[config.mk]
export PLATFORM = sky130hd
export DESIGN_NAME = input_capture_slave
export DESIGN_NICKNAME = d
export VERILOG_FILES = /design/src/rtl/input_capture_pkg.sv /design/src/rtl/debounce_cell.sv /design/src/rtl/input_capture_slave.sv
export SDC_FILE = /design/constraint.sdc
export NUM_CORES = 1
export LEC_CHECK = 0
export CAP_MARGIN = 30
export CORE_UTILIZATION = 61
export DETAILED_ROUTE_END_ITERATION = 10
export PLACE_DENSITY = 0.85
export SLEW_MARGIN = 5
export SYNTH_ARGS = -nofsm -noshare
export SYNTH_HDL_FRONTEND = slang
export SYNTH_SLANG_ARGS = --single-unit
[constraint.sdc]
create_clock -name clk -period 5.7 [get_ports clk]
set_input_delay 0.57 -clock clk [delete_from_list [all_inputs] [get_ports clk]]
set_output_delay 0.57 -clock clk [all_outputs]
set_load 0.02 [all_outputs]
[src/rtl/input_capture_pkg.sv]
// Shared register map and types for the switch/button input-capture slave.
package input_capture_pkg;

  localparam logic [1:0] ADDR_DATA = 2'd0;
  localparam logic [1:0] ADDR_EDGE = 2'd1;
  localparam logic [1:0] ADDR_MASK = 2'd2;
  localparam logic [1:0] ADDR_POL  = 2'd3;

  typedef logic [3:0] cnt_t;

endpackage

[src/rtl/debounce_cell.sv]
// One input: 2-flop synchroniser, tick-paced stability counter and debounced level.
module debounce_cell
  import input_capture_pkg::*;
#(
  parameter int unsigned STABLE_TICKS = 10
) (
  input  logic clk,
  input  logic reset,
  input  logic tick,
  input  logic raw,
  output logic state,
  output logic changed
);

  // Reaching this count on a disagreeing tick means STABLE_TICKS in a row.
  localparam cnt_t CNT_LAST = cnt_t'(STABLE_TICKS - 1);

  logic sync1;
  logic sync2;
  cnt_t cnt;

  always_ff @(posedge clk) begin
    if (reset) begin
      sync1   <= 1'b0;
      sync2   <= 1'b0;
      cnt     <= '0;
      state   <= 1'b0;
      changed <= 1'b0;
    end else begin
      sync1   <= raw;
      sync2   <= sync1;
      changed <= 1'b0;
      if (tick) begin
        if (sync2 != state) begin
          if (cnt == CNT_LAST) begin
            state   <= ~state;
            cnt     <= '0;
            changed <= 1'b1;
          end else begin
            cnt <= cnt + cnt_t'(1);
          end
        end else begin
          cnt <= '0;
        end
      end
    end
  end

endmodule

[src/rtl/input_capture_slave.sv]
// Avalon-MM slave exposing debounced switches/buttons with W1C edge capture and a level irq.
module input_capture_slave
  import input_capture_pkg::*;
#(
  parameter int unsigned N_IN         = 14,
  parameter int unsigned TICK_CYCLES  = 50000,
  parameter int unsigned STABLE_TICKS = 10
) (
  input  logic            clk,
  input  logic            reset,
  input  logic [N_IN-1:0] raw_in,
  input  logic [1:0]      avs_address,
  input  logic            avs_read,
  input  logic            avs_write,
  input  logic [31:0]     avs_writedata,
  output logic [31:0]     avs_readdata,
  output logic            irq
);

  localparam int unsigned PW = $clog2(TICK_CYCLES);
  localparam logic [PW-1:0] PRESC_LAST = PW'(TICK_CYCLES - 1);
  localparam logic [4:0]    ARM_LAST   = 5'(STABLE_TICKS);

  logic [PW-1:0]   presc;
  logic            tick;
  logic [4:0]      arm_cnt;
  logic            armed;
  logic [N_IN-1:0] state;
  logic [N_IN-1:0] changed;
  logic [N_IN-1:0] ev;
  logic [N_IN-1:0] w1c;
  logic [N_IN-1:0] edge_reg;
  logic [N_IN-1:0] mask_reg;
  logic [N_IN-1:0] pol_reg;
  logic [31:0]     rd_word;
  logic            wdata_unused;

  assign wdata_unused = ^avs_writedata;
  assign tick = (presc == PRESC_LAST);

  always_ff @(posedge clk) begin
    if (reset) begin
      presc <= '0;
    end else if (tick) begin
      presc <= '0;
    end else begin
      presc <= presc + PW'(1);
    end
  end

  // Arm only once every input has had a full stability window after reset.
  always_ff @(posedge clk) begin
    if (reset) begin
      arm_cnt <= '0;
      armed   <= 1'b0;
    end else if (tick && !armed) begin
      if (arm_cnt == ARM_LAST) begin
        armed <= 1'b1;
      end else begin
        arm_cnt <= arm_cnt + 5'd1;
      end
    end
  end

  for (genvar i = 0; i < N_IN; i++) begin : gen_cells
    debounce_cell #(
      .STABLE_TICKS(STABLE_TICKS)
    ) u_cell (
      .clk    (clk),
      .reset  (reset),
      .tick   (tick),
      .raw    (raw_in[i]),
      .state  (state[i]),
      .changed(changed[i])
    );
  end

  assign ev  = {N_IN{armed}} & changed & (state ^ pol_reg);
  assign w1c = (avs_write && avs_address == ADDR_EDGE) ? avs_writedata[N_IN-1:0] : '0;

  always_ff @(posedge clk) begin
    if (reset) begin
      edge_reg <= '0;
      mask_reg <= '0;
      pol_reg  <= '0;
      irq      <= 1'b0;
    end else begin
      edge_reg <= (edge_reg & ~w1c) | ev;
      if (avs_write && avs_address == ADDR_MASK) mask_reg <= avs_writedata[N_IN-1:0];
      if (avs_write && avs_address == ADDR_POL)  pol_reg  <= avs_writedata[N_IN-1:0];
      irq <= |(edge_reg & mask_reg);
    end
  end

  always_comb begin
    rd_word = '0;
    case (avs_address)
      ADDR_DATA: rd_word[N_IN-1:0] = state;
      ADDR_EDGE: rd_word[N_IN-1:0] = edge_reg;
      ADDR_MASK: rd_word[N_IN-1:0] = mask_reg;
      ADDR_POL:  rd_word[N_IN-1:0] = pol_reg;
      default:   rd_word = '0;
    endcase
  end

  always_ff @(posedge clk) begin
    if (reset) begin
      avs_readdata <= '0;
    end else if (avs_read) begin
      avs_readdata <= rd_word;
    end
  end

endmodule
# Yosys cells after proc, flatten, opt, wreduce, memory -nomap -nowiden
# Cells that the tools add are included.
[classes]
mux = 44
addsub = 16
reduce_logical = 38
n_bitwise = 37
n_eq_ne = 33
[ops]
columns = ["op", "count"]
rows = [
  ["$mux 4", 28],
  ["$add 4x1->4 const B", 14],
  ["$and 14x14->14", 4],
  ["$eq 4x4->1 const B", 14],
  ["$pmux 14 s4", 1],
  ["$reduce_and 3->1", 14],
  ["$reduce_or 3->1", 14],
  ["$not 1->1", 30],
  ["$add 16x1->16 const B", 1],
  ["$eq 16x16->1 const B", 1],
  ["$mux 1", 14],
  ["$mux 14", 1],
  ["$ne 1x1->1", 14],
  ["$not 14->14", 1],
  ["$or 14x14->14", 1],
  ["$reduce_or 14->1", 1],
  ["$xor 14x14->14", 1],
  ["$add 5x1->5 const B", 1],
  ["$eq 5x4->1 const B", 1],
  ["$eq 2x2->1 const B", 2],
  ["$logic_and 1x1->1", 4],
  ["$reduce_and 2->1", 2],
  ["$eq 2x1->1 const B", 1],
  ["$logic_not 2->1", 1],
  ["other kinds (2)", 2],
]
[word_totals]
inputBits = 52
wordCells = 246
output_inout_bits = 33
register_bits = 191

# Longest topological paths before layout
[depth]
word_depth = 6
ltp_mapped = 7
mapped_depth_nobuf = 6

# Cells and area by module
# A second synthesis with hierarchy kept.
[hier_totals]
hier_cells = 915
area_unflattened_um2 = 8918.6
[by_module_without_submodules]
columns = ["mod", "seq_area_each_um2", "area_per_inst_um2", "cells_each", "n_inst"]
rows = [
  ["debounce_cell", 160.2, 370.4, 36, 14],
  ["input_capture_slave", 1581.5, 3733.6, 411, 1],
]

# Worst setup path before layout
# OpenSTA, ideal clock, no wires.
[synth_path]
kind = "input to register"
start = "input avs_address[0]"
end = "register avs_readdata[10]"
t_required_ps = 5572
n_path_buf = 2
path_stages = 5
path_slack_ps = 3440
setup_time_ps = 128
arrival_ps = 2133
path_cell_list = "clkbuf_1 buf_1 mux4_2 mux2i_1 nor2_1"
[synth_via]
elab_chain_len = 2
elab_cells_between_ends = 5
classes_between = "eq/ne: 3; mux: 1; reduce/logical: 1"
[synth_rtl]
columns = ["element", "line", "rtl"]
rows = [
  ["from (decl)", "input_capture_slave.sv:12", "input logic [1:0] avs_address,"],
  ["$eq 2x2->1, or another cell as far along", "input_capture_slave.sv:97", "case (avs_address)"],
  ["$pmux 14 s4 *", "input_capture_slave.sv:97", ""],
  ["to (signal assigned)", "input_capture_slave.sv:110", "avs_readdata <= rd_word;"],
  ["to (decl)", "input_capture_slave.sv:16", "output logic [31:0] avs_readdata,"],
]
# Mark *: on every way between the ends. The rest lies on a longest branch, timed or not.
# A chain may end at the register's enable or synchronous reset.

# Final worst setup path
[layout_path]
start = "register presc[5]"
end = "register gen_cells[2].u_cell.state"
[layout_via]
elab_chain_len = 2
[layout_rtl]
columns = ["element", "line", "rtl"]
rows = [
  ["from (decl)", "input_capture_slave.sv:24", "logic [PW-1:0] presc;"],
  ["from (signal assigned)", "input_capture_slave.sv:47", "presc <= presc + PW'(1);"],
  ["$eq 16x16->1", "input_capture_slave.sv:39", "assign tick = (presc == PRESC_LAST);"],
  ["$reduce_and 3->1 (no line)", "--", ""],
  ["to (signal assigned)", "debounce_cell.sv:36", "state <= ~state;"],
  ["to (decl)", "debounce_cell.sv:11", "output logic state,"],
]
# No other way between the ends.

==> impl_metrics.csv <==
group,metric,value,unit
critical_path,start_kind,"flip-flop",
grt,use_met1,34.3,%
critical_path,end_kind,"flip-flop",
floorplan,initial_core_util,63.3,%
finish,largest_reg_flops,56,
critical_path,crit_arrival,2.87,ns
routing,drt-pass1-iter-count,5,
critical_path,timing.critical_path.fanout_max,70,
critical_path,cpMaxStageDelayCell,"or4_2",
clock_network,tritoncts,"built",
clock_network,ctsLongestPathBuffers,2,
finish,area_growth,13.0,%
power_and_ir_drop,pwr-share-comb,4.6,%
clock_network,cts_hold_buf,0,
placement,place_area,8960,µm²
logic_synthesis,syn_inst,936,
sta,fin_crit,2.59,ns
power_and_ir_drop,ir_worst_vdd,0.266,mV
sta,fmax,386,MHz
power_and_ir_drop,p_clk_share,45.1,%
outcome,status,"finished, final reports clean",
grt,grt_busiest_layer,"met2",
logic_synthesis,synth_cell_types,49,
grt,antenna_found_initial,0,
critical_path,criticalPathCategory,"flip-flop to flip-flop",
finish,antenna_cells,0,
finish,largest_register,"gen_cells.u_cell.cnt",
logic_synthesis,ys_seq_area_share,45.1,%
placement,dp.final_hpwl,11600,µm
sta,report.final.slew_viol_count,0,
sta,hold_viol,0,
sta,fin_setup_tns,0,ns
clock_network,cts_buffers,17,
finish,top_regs,"gen_cells.u_cell.cnt x56, presc x16",
logic_synthesis,synthesis.area,8480,µm²
clock_network,clock-sinks,191,
power_and_ir_drop,pwr-share-seq,50.3,%
finish,stdcell_area,9580,µm²
clock_network,clk_pin_slew,0.07,ns
sta,fin_crit_sh,45.4,%
sta,finalSetupViolations,0,
run,drv_cap,0,
logic_synthesis,yosys_warnings,0,
clock_network,htree_levels,4,
routing,drt_iter0_drc,623,
power_and_ir_drop,p_per_area,283,nW/µm²
floorplan,coreArea,13400,µm²
floorplan,fp-row-count,42,
routing,drc,0,
clock_network,post_cts_resized,0,
sta,fin_skew,0.0113,ns
grt,grtUsageTotal,26.8,%
logic_synthesis,synth_edf_count,0,
sta,rsz0062_at_grt,"false",
clock_network,cts_setup_buffers,0,
critical_path,critPathMaxStageDelay,0.67,ns
grt,grt_pass1_vias,6342,
floorplan,die_h,120,µm
critical_path,ff2ff_setup_slack,3.11,ns
grt,use_met2,45.0,%
clock_network,cts_root_buf,"clkbuf_16",
critical_path,crit_chain,"or4b_4 -> or4_2 -> buf_4 -> o211ai_1 -> o41ai_1",
routing,wl,18600,µm
sta,slew_headroom,41.3,%
logic_synthesis,synth_flop_cell,"dfxtp_1",
logic_synthesis,ys_seq_elements,191,
grt,gr-total-overflow,0,
grt,grt_max_degree,77,
grt,globalRouteMet3Util,4.85,%
floorplan,die_w,120,µm
routing,routedWlPerCell,16.3,µm
routing,viasPerCell,6.04,
critical_path,crit_required,5.98,ns
power_and_ir_drop,p_sw,0.593,mW
logic_synthesis,syn_avg_cell_area,9.06,µm²
finish,n_fill_cell,966,
floorplan,pin_count,85,
routing,vias,6905,
floorplan,die-area,14400,µm²
sta,worstMarginPinSlew,0.877,ns
power_and_ir_drop,p_leak,3.55,nW
finish,nets,1037,
placement,io_buffers,48,
routing,drt.antenna.violating_nets,0,
finish,drive_gt1_share,6.20,%
placement,gp_congestion,0.812,
logic_synthesis,synth-async-reset-ratio,0,%
clock_network,clk_latency,0.43,ns
power_and_ir_drop,power.internal,2.12,mW
worst_hold_path,hp-class,"flip-flop to flip-flop",
power_and_ir_drop,swShare,21.9,%
grt,grt_first_pass_wirelength,30600,µm
-- critical path: cells and delay by family, from the launching register on --
kind                   cells  cell delay (ns)
flip-flops                 1             0.36
buffers and inverters      1             0.37
AND/OR/NAND/NOR            2             1.25
AO/OA/AOI/OAI              2             0.43
-- cells in the mapped netlist, types with 2 or more instances --
library cell	number	area, µm²
a221oi_1	3	26.3
and3_1	2	12.5
o221ai_1	2	17.5
o2111ai_1	3	26.3
or3_1	3	18.8
xnor2_1	16	140
or4_1	5	37.5
nor3b_1	10	75.1
nand2_1	94	353
o311ai_0	4	35.0
o41ai_1	14	123
a21oi_1	34	170
o211ai_1	22	165
a32oi_1	15	131
nor3_1	8	40.0
ha_1	31	388
buf_1	7	26.3
xor2_1	26	228
buf_4	18	135
nand4_1	42	263
a22oi_1	2	15.0
clkbuf_1	45	169
nand3b_1	11	82.6
and2_1	8	50.1
nand3_1	76	380
dfxtp_1	191	3820
nor4_1	7	43.8
a22o_1	2	17.5
o22ai_1	13	81.3
mux2i_1	14	140
nor2b_1	49	307
a31oi_1	2	12.5
inv_1	43	161
mux4_2	14	315
buf_2	4	20.0
o21ai_0	21	105
nor2_1	63	236
-- final cells by class --
class,instances,area (µm²),area share [%]
Inverter,43,161,1.69
Clock inverter,11,158,1.65
Sequential cell,191,3820,39.9
Tap cell,176,220,2.30
Multi-Input combinational cell,645,4220,44.0
Timing Repair Buffer,56,538,5.62
Clock buffer,21,460,4.81
-- path summary, 6_finish.rpt --
path | start | cells past startpoint | endpoint
max | presc[5] | 5 | gen_cells[2].u_cell.state
min | gen_cells[0].u_cell.sync1 | 1 | gen_cells[0].u_cell.sync2
max reg2reg | presc[5] | 5 | gen_cells[2].u_cell.state
min reg2reg | gen_cells[0].u_cell.sync1 | 1 | gen_cells[0].u_cell.sync2
-- routing by layer --
metal / wire, µm / vias to the layer above
met4: 336 / 0
li1: - / 3342
met1: 7980 / 3276
met5: 0 / -
met3: 1150 / 31
met2: 9140 / 256
-- power by group through the flow --
stage                     Combinational (mW)  Clock (mW)  Sequential (mW)
after floorplan                       0.0868           0             1.39
after global placement                 0.120           0             1.39
after detailed placement               0.122           0             1.39
after CTS                              0.124        1.23             1.36
after global routing                   0.135        1.29             1.37
final                                  0.124        1.23             1.36
-- per-stage QoR --
stage	worst slack (ns)	util [%]	total power, mW	hold WS (ns)	cells
2_1_floorplan	3.44	-	1.48	0.414	953
3_3_place_gp	2.78	66.8	1.51	0.417	1110
3_5_place_dp	2.88	66.9	1.52	0.423	1111
4_1_cts	3.13	71.5	2.72	0.439	1143
5_1_grt	2.95	71.5	2.79	0.452	1143
6_report	3.11	71.5	2.71	0.440	1143
-- kinds of logic after synthesis --
group | synth area share (%)
buffers and inverters | 6.04
AND/OR/NAND/NOR | 23.2
multiplexers | 5.37
adder cells (fa/ha/maj) | 4.57
other | 0.0442
flip-flops | 45.1
AO/OA/AOI/OAI | 11.3
XOR/XNOR | 4.34
-- cell usage in the layout (no fill, tap or decap), types with 9 or more instances in the layout --
| cell | netlist | final |
|---|---|---|
| a21oi_1 | 34 | 34 |
| a32oi_1 | 15 | 15 |
| buf_4 | 18 | 9 |
| clkbuf_16 | 0 | 17 |
| clkdlybuf4s50_1 | 0 | 47 |
| conb_1 | 1 | 18 |
| dfxtp_1 | 191 | 191 |
| ha_1 | 31 | 31 |
| inv_1 | 43 | 43 |
| mux2i_1 | 14 | 14 |
| mux4_2 | 14 | 14 |
| nand2_1 | 94 | 94 |
| nand3_1 | 76 | 76 |
| nand3b_1 | 11 | 11 |
| nand4_1 | 42 | 42 |
| nor2_1 | 63 | 62 |
| nor2b_1 | 49 | 49 |
| nor3b_1 | 10 | 10 |
| o211ai_1 | 22 | 22 |
| o21ai_0 | 21 | 21 |
| o22ai_1 | 13 | 13 |
| o41ai_1 | 14 | 14 |
| xnor2_1 | 16 | 16 |
| xor2_1 | 26 | 26 |
Note: power is estimated with default switching activity, not from simulation.
